$ cat config.mk
export PLATFORM = sky130hd
export DESIGN_NAME = debounce
export DESIGN_NICKNAME = d
export VERILOG_FILES = /design/src/rtl/debounce_pkg.sv /design/src/rtl/sync2.sv /design/src/rtl/debounce.sv
export SDC_FILE = /design/constraint.sdc
export NUM_CORES = 1
export LEC_CHECK = 0
export CAP_MARGIN = 20
export CORE_AREA = 2 2 39 41
export CTS_CLUSTER_DIAMETER = 30
export DETAILED_ROUTE_END_ITERATION = 10
export DIE_AREA = 0 0 41 43
export GPL_TIMING_DRIVEN = 0
export PLACE_DENSITY_LB_ADDON = 0.1
export SYNTH_ARGS = -nofsm -noshare
export SYNTH_HDL_FRONTEND = slang
export SYNTH_SLANG_ARGS = --single-unit
$ cat constraint.sdc
create_clock -name c -period 1.3 [get_ports c]
set_input_delay 0.26 -clock c [delete_from_list [all_inputs] [get_ports c]]
set_output_delay 0.26 -clock c [all_outputs]
set_load 0.005 [all_outputs]
$ cat src/rtl/debounce_pkg.sv
// debounce_pkg: shared types and default constants for the debounce block.
//   db_state_t - FSM state encoding (stable low, qualifying high, stable high, qualifying low)
//   DB_STABLE  - default number of consecutive samples needed to accept a level change
//   DB_CNT_W   - default stability-counter width (must hold DB_STABLE-1)
package debounce_pkg;

    typedef enum logic [1:0] {
        LO,
        CHK_HI,
        HI,
        CHK_LO
    } db_state_t;

    localparam int unsigned DB_STABLE = 4;
    localparam int unsigned DB_CNT_W  = 3;

endpackage

$ cat src/rtl/sync2.sv
// sync2: two-flop synchroniser for one asynchronous level input.
// Ports:
//   c - clock, rising edge
//   r - asynchronous active-low reset; clears both flops to 0
//   d - asynchronous input
//   q - synchronised output (second flop)
module sync2 (
    input  logic c,
    input  logic r,
    input  logic d,
    output logic q
);

    logic s1_q, s1_d;
    logic s2_q, s2_d;

    always_comb begin
        s1_d = d;
        s2_d = s1_q;
    end

    always_ff @(posedge c or negedge r) begin
        if (!r) begin
            s1_q <= 1'b0;
            s2_q <= 1'b0;
        end else begin
            s1_q <= s1_d;
            s2_q <= s2_d;
        end
    end

    assign q = s2_q;

endmodule

$ cat src/rtl/debounce.sv
// debounce: synchronises and debounces one bouncy level input.
// A new level is accepted only after STABLE consecutive synchronised samples at that level;
// any shorter excursion is dropped without a pulse.
// Ports:
//   c    - clock, rising edge
//   r    - asynchronous active-low reset; clears all state
//   d    - raw asynchronous input
//   q    - debounced level (registered)
//   rise - one-cycle pulse in the cycle q goes 0->1 (registered)
//   fall - one-cycle pulse in the cycle q goes 1->0 (registered)
//   busy - high while a candidate change is being qualified
module debounce
    import debounce_pkg::*;
#(
    parameter int unsigned STABLE = DB_STABLE,
    parameter int unsigned CNT_W  = DB_CNT_W
) (
    input  logic c,
    input  logic r,
    input  logic d,
    output logic q,
    output logic rise,
    output logic fall,
    output logic busy
);

    localparam logic [CNT_W-1:0] CNT_MAX = CNT_W'(STABLE - 1);
    localparam logic [CNT_W-1:0] CNT_ONE = CNT_W'(1);

    logic s2;

    db_state_t        state_q, state_d;
    logic [CNT_W-1:0] cnt_q, cnt_d;
    logic             q_q, q_d;
    logic             rise_q, rise_d;
    logic             fall_q, fall_d;

    sync2 u_sync2 (
        .c (c),
        .r (r),
        .d (d),
        .q (s2)
    );

    // The first sample at the new level is counted on the transition into CHK_*, so
    // cnt==STABLE-1 with s2 still at the new level is the STABLE-th consecutive sample.
    always_comb begin
        state_d = state_q;
        cnt_d   = cnt_q;
        q_d     = q_q;
        rise_d  = 1'b0;
        fall_d  = 1'b0;
        unique case (state_q)
            LO: begin
                if (s2) begin
                    state_d = CHK_HI;
                    cnt_d   = CNT_ONE;
                end
            end
            CHK_HI: begin
                if (!s2) begin
                    state_d = LO;
                    cnt_d   = '0;
                end else if (cnt_q == CNT_MAX) begin
                    state_d = HI;
                    q_d     = 1'b1;
                    rise_d  = 1'b1;
                    cnt_d   = '0;
                end else begin
                    cnt_d = cnt_q + CNT_ONE;
                end
            end
            HI: begin
                if (!s2) begin
                    state_d = CHK_LO;
                    cnt_d   = CNT_ONE;
                end
            end
            CHK_LO: begin
                if (s2) begin
                    state_d = HI;
                    cnt_d   = '0;
                end else if (cnt_q == CNT_MAX) begin
                    state_d = LO;
                    q_d     = 1'b0;
                    fall_d  = 1'b1;
                    cnt_d   = '0;
                end else begin
                    cnt_d = cnt_q + CNT_ONE;
                end
            end
            default: begin
                state_d = LO;
                cnt_d   = '0;
                q_d     = 1'b0;
            end
        endcase
    end

    always_ff @(posedge c or negedge r) begin
        if (!r) begin
            state_q <= LO;
            cnt_q   <= '0;
            q_q     <= 1'b0;
            rise_q  <= 1'b0;
            fall_q  <= 1'b0;
        end else begin
            state_q <= state_d;
            cnt_q   <= cnt_d;
            q_q     <= q_d;
            rise_q  <= rise_d;
            fall_q  <= fall_d;
        end
    end

    assign q    = q_q;
    assign rise = rise_q;
    assign fall = fall_q;
    assign busy = (state_q == CHK_HI) || (state_q == CHK_LO);

endmodule

### Word-level counts from Yosys, hierarchy flattened

Cells that the tools add are included.

| storage, ports and cells | value |
|---|---|
| flip-flop bits (word level) | 10 |
| input port bits | 3 |

| cells by class | value |
|---|---|
| add/subtract/negate cells | 1 |
| equality and inequality tests | 12 |
| mux-type cells | 23 |
| reductions and logical operators | 6 |

Operators by type and width:

| operator | count |
|---|---|
| $mux 3 | 5 |
| $mux 2 | 6 |
| $pmux 3 s4 | 1 |
| $mux 1 | 9 |
| $ne 2x2->1 const B | 4 |
| $pmux 2 s4 | 1 |
| $reduce_and 5->1 | 1 |
| $eq 2x2->1 const B | 2 |
| $ne 2x1->1 const B | 2 |
| $reduce_and 4->1 | 1 |
| $add 3x1->3 const B | 1 |
| $eq 3x2->1 const B | 1 |
| $ne 3x2->1 const B | 1 |
| $ne 3x3->1 const B | 1 |
| $eq 2x1->1 const B | 1 |
| $logic_not 2->1 | 1 |
| $pmux 1 s2 | 1 |
| $reduce_and 2->1 | 1 |
| $reduce_bool 2->1 | 1 |
| $logic_or 1x1->1 | 1 |

### Logic depth before layout (Yosys ltp)

| depth | value |
|---|---|
| word-level depth | 4 |
| mapped depth | 4 |

### Cells and area by module

Synthesis repeated with hierarchy kept, for this count alone.

| second synthesis, totals | value |
|---|---|
| cell total of the unflattened synthesis | 35 |
| area, all modules | 401.6 µm² |

Modules (own cells, without submodules):

| module | times used | cells each | area each (µm²) | seq. area each (µm²) |
|---|---|---|---|---|
| debounce | 1 | 33 | 351.6 | 200.2 |
| sync2 | 1 | 2 | 50.0 | 50.0 |

### Worst setup path before layout

No wires, ideal clock.

| timing | value |
|---|---|
| path kind | reg-to-reg |
| start point | reg cnt_q[0] |
| end point | reg cnt_q[2] |
| arrival time | 1.075 ns |
| slack | 0.160 ns |
| stages on the path, launching flop included | 5 |
| path buffers | 0 |
| path through | dfrtp_1 > ha_1 > or2b_2 > mux2i_1 > and2_1 |

| on the way | value |
|---|---|
| cells in the longest elaborated chain, start to end | 4 |

RTL lines:

| element | RTL line | text |
|---|---|---|
| start: declaration | debounce.sv:33 | `logic [CNT_W-1:0] cnt_q, cnt_d;` |
| start signal: assignment | debounce.sv:109 | `cnt_q <= cnt_d;` |
| $add 3x1->3 / $eq 3x2->1 (equally long branches) | - |  |
| $mux 3 (*) | debounce.sv:64, debounce.sv:83 |  |
| $mux 3, on equally long branches | debounce.sv:80, debounce.sv:61 |  |
| $pmux 3 s4 (*) | debounce.sv:53 | `unique case (state_q)` |

Mark *: on every way between the ends. The rest lies on a longest branch, timed or not.
A chain may end at the register's enable or synchronous reset.

### Worst setup path after layout

| timing | value |
|---|---|
| start point | reg state_q[0] |
| end point | out busy |

| on the way | value |
|---|---|
| cells in the longest elaborated chain, start to end | 2 |

RTL lines:

| element | RTL line | text |
|---|---|---|
| start: declaration | debounce.sv:32 | `db_state_t state_q, state_d;` |
| start signal: assignment | debounce.sv:108 | `state_q <= state_d;` |
| $eq 2x1->1 / $eq 2x2->1 (equally long branches) | debounce.sv:119 | `assign busy = (state_q == CHK_HI) \|\| (state_q == CHK_LO);` |
| $logic_or 1x1->1 (*) | debounce.sv:119 |  |
| end: declaration | debounce.sv:24 | `output logic busy` |

Marked as above.

==> out/metrics.cfg <==
[final_layout]
final_cells = 61
fillers = 140
layout.nets = 50
multi_input_area_sq_um = 144
regArea_sq_um = 251
drive_above_1_share = 0.200
fin_area_sq_um = 527
areaGrowthSynthToFinish_pct = 30.7
insertedDiodeCount = 0

[clock_network]
cts_root_buffer = clkbuf_4
cts_tree = done
hold_buffers = 0
insertion_delay_ns = 0.26
ctsLongestPathBuffers = 2
clk_pin_slew_ns = 0.06
cts_buffers = 3
cts_sinks = 10
htree_levels = 1

[floorplanning]
die_y_um = 43
rows = 14
die_w_um = 41
dieArea_sq_um = 1760
pin_count = 7
fp.coreArea_sq_um = 1380
initial_core_util = 0.291

[logic_synthesis]
synth_cell_types = 17
syn_area_sq_um = 403
synthTopCellsByArea = dfrtp_1, nand2_1, xnor2_2, nor3b_1, ha_1
syn_nets = 38
ys_seq_elements = 10
yosysSeqAreaShare = 0.621
synth_top_area_cell = dfrtp_1
yosysTopAreaCellShare = 0.621
syn_avg_cell_area_sq_um = 11.8
yosys_warnings = 0
netlist_instances = 34

[run_status]
status = completed

[timing]
slew-limit-headroom = 0.710
timing.final.crit_share = 0.933
final.setup_skew_ns = 0.000962
report.final.hold_viol_count = 0
fin_tns_setup_ns = 0
worst_pin_slew_ns = 0.434
drv_slew = 0
max_clock_freq_mhz = 825
min_period_ns = 1.21
setup_violations = 0
rsz0062_at_grt = no

[critical_path]
crit_type = reg2out
worstPathArrival_ns = 0.95
ff2ff_path_depth = 4
worstPathRequired_ns = 1.04
endpoint_kind = output pin
crit_fanout = 2
cp-start-kind = flop

[routing]
routed_via_density = 4.54
vias = 277
drtPass1Iterations = 2
wirelength_um = 685
drcViolationCount = 0
wl_per_cell_um = 11.2
drt_iter0_drc = 3
drtAntennaViolNets = 0

[global_routing]
antenna_found_initial = 0
grtUsageTotal = 0.116
grt_pass1_vias = 295
grt_max_degree = 11
grt_first_pass_wirelength_um = 1250
grt_overflow = 0

[placement]
io_buffers = 6
dpl_cell_area_sq_um = 483
placed_cells = 56
gp_congestion = 0.602
dp_hpwl_um = 488

[hold_path]
min_path_type = in2async

[pwr]
p_per_area_nw_per_um2 = 2010
ir_drop_mv = 0.623
p_leak_nw = 0.256

[job]
maxCapViolCount = 0

## cells in the final DEF (no fill, tap or decap)
| master | n |
|---|---|
| dfrtp_1 | 9 |
| nand2_1 | 5 |
| clkbuf_4 | 3 |
| dlygate4sd2_1 | 3 |
| nor3b_1 | 2 |
| o21ai_0 | 2 |
| a21oi_1 | 2 |
| inv_1 | 2 |
| clkdlybuf4s50_1 | 2 |
| clkbuf_1 | 1 |
| nand3b_1 | 1 |
| or2b_2 | 1 |
| xnor2_2 | 1 |
| mux2i_1 | 1 |
| and2_1 | 1 |
| and3b_1 | 1 |
| nor2_1 | 1 |
| o22ai_1 | 1 |
| a22oi_1 | 1 |
| ha_2 | 1 |
| clkbuf_8 | 1 |
| clkdlybuf4s15_1 | 1 |
| buf_4 | 1 |
| dfrtp_2 | 1 |
## cell usage after synthesis, drive strengths merged
cell,n
dfrtp,10
nand2,5
a21oi,2
inv,2
nor3b,2
o21ai,2
a22oi,1
and2,1
and3b,1
clkbuf,1
ha,1
mux2i,1
nand3b,1
nor2,1
o22ai,1
or2b,1
xnor2,1
## sequential cells by signal, indices dropped and copies added (netlist names), named ones only
register      cells
u_sync2.q         1
state_q           1
cnt_q             3
fall              1
rise              1
u_sync2.s1_q      1
q                 1
## power breakdown
| group | switching [mW] | leakage (nW) | internal [mW] | total (mW) |
|---|---|---|---|---|
| sequential | 0.0593 | 0.127 | 0.387 | 0.446 |
| combinational | 0.156 | 0.108 | 0.179 | 0.335 |
| clock | 0.106 | 0.0210 | 0.170 | 0.276 |
| total | 0.321 | 0.256 | 0.736 | 1.06 |
## worst max-delay path: stages (launching register included)
cell	delay, ns
dfrtp_2	0.41
clkbuf_1	0.09
clkdlybuf4s15_1	0.19
## kinds of logic (layout without fill, tap and decap cells)
group / Yosys count / after routing / share of synthesized area
and+or+nand+nor: 12 / 12 / 0.171
xor gates and xnor gates: 1 / 1 / 0.0404
adders and majority gates: 1 / 1 / 0.0311
AOI/OAI and AO/OA: 6 / 6 / 0.0839
muxes: 1 / 1 / 0.0248
buffers and inverters: 3 / 14 / 0.0279
DFF: 10 / 10 / 0.621
## layout make-up
| class | instances | share of cell area |
|---|---|---|
| inverter | 2 | 0.0143 |
| timing repair buffer | 7 | 0.121 |
| multi-input combinational | 21 | 0.273 |
| clock buffer | 4 | 0.0689 |
| buffer | 1 | 0.00713 |
| sequential | 10 | 0.477 |
| tap | 16 | 0.0380 |
## metal layers
metal | vias up | routed length (um) | track usage
met5 | - | 0 | 0
met4 | 0 | 0 | 0.100
met3 | 0 | 31 | 0.0471
met2 | 5 | 376 | 0.175
met1 | 138 | 276 | 0.115
li1 | 134 | - | -
## worst paths after layout
kind / startpoint / endpoint / slack, ns
worst max-delay path: state_q[0] / busy / 0.09
worst min-delay path: r / cnt_q[0] / 0.30
worst max register to register: cnt_q[0] / cnt_q[2] / 0.12
worst min register to register: u_sync2.s1_q / u_sync2.q / 0.36
max in group asynchronous: r / state_q[0] / 0.67
min in group c: u_sync2.s1_q / u_sync2.q / 0.36
## through the flow
step | utilization | setup WS (ns) | power (mW) | hold slack, ns
finish | 0.381 | 0.0876 | 1.06 | 0.301
global route | 0.381 | 0.0230 | 1.15 | 0.318
CTS | 0.378 | 0.0127 | 1.07 | 0.305
detailed placement | 0.349 | -0.0108 | 0.774 | 0.340
global placement | 0.349 | 0.0183 | 0.752 | 0.343
floorplan | - | 0.160 | 0.651 | -0.0356
## timing repair
item | in CTS | in global routing
pin swaps | 0 | 0
resized for setup | 5 | 2
setup buffers | 1 | 0
setup endpoints to repair | 4 | 2
endpoints found under the hold margin | 0 | 0
(Power assumes the default switching activity.)
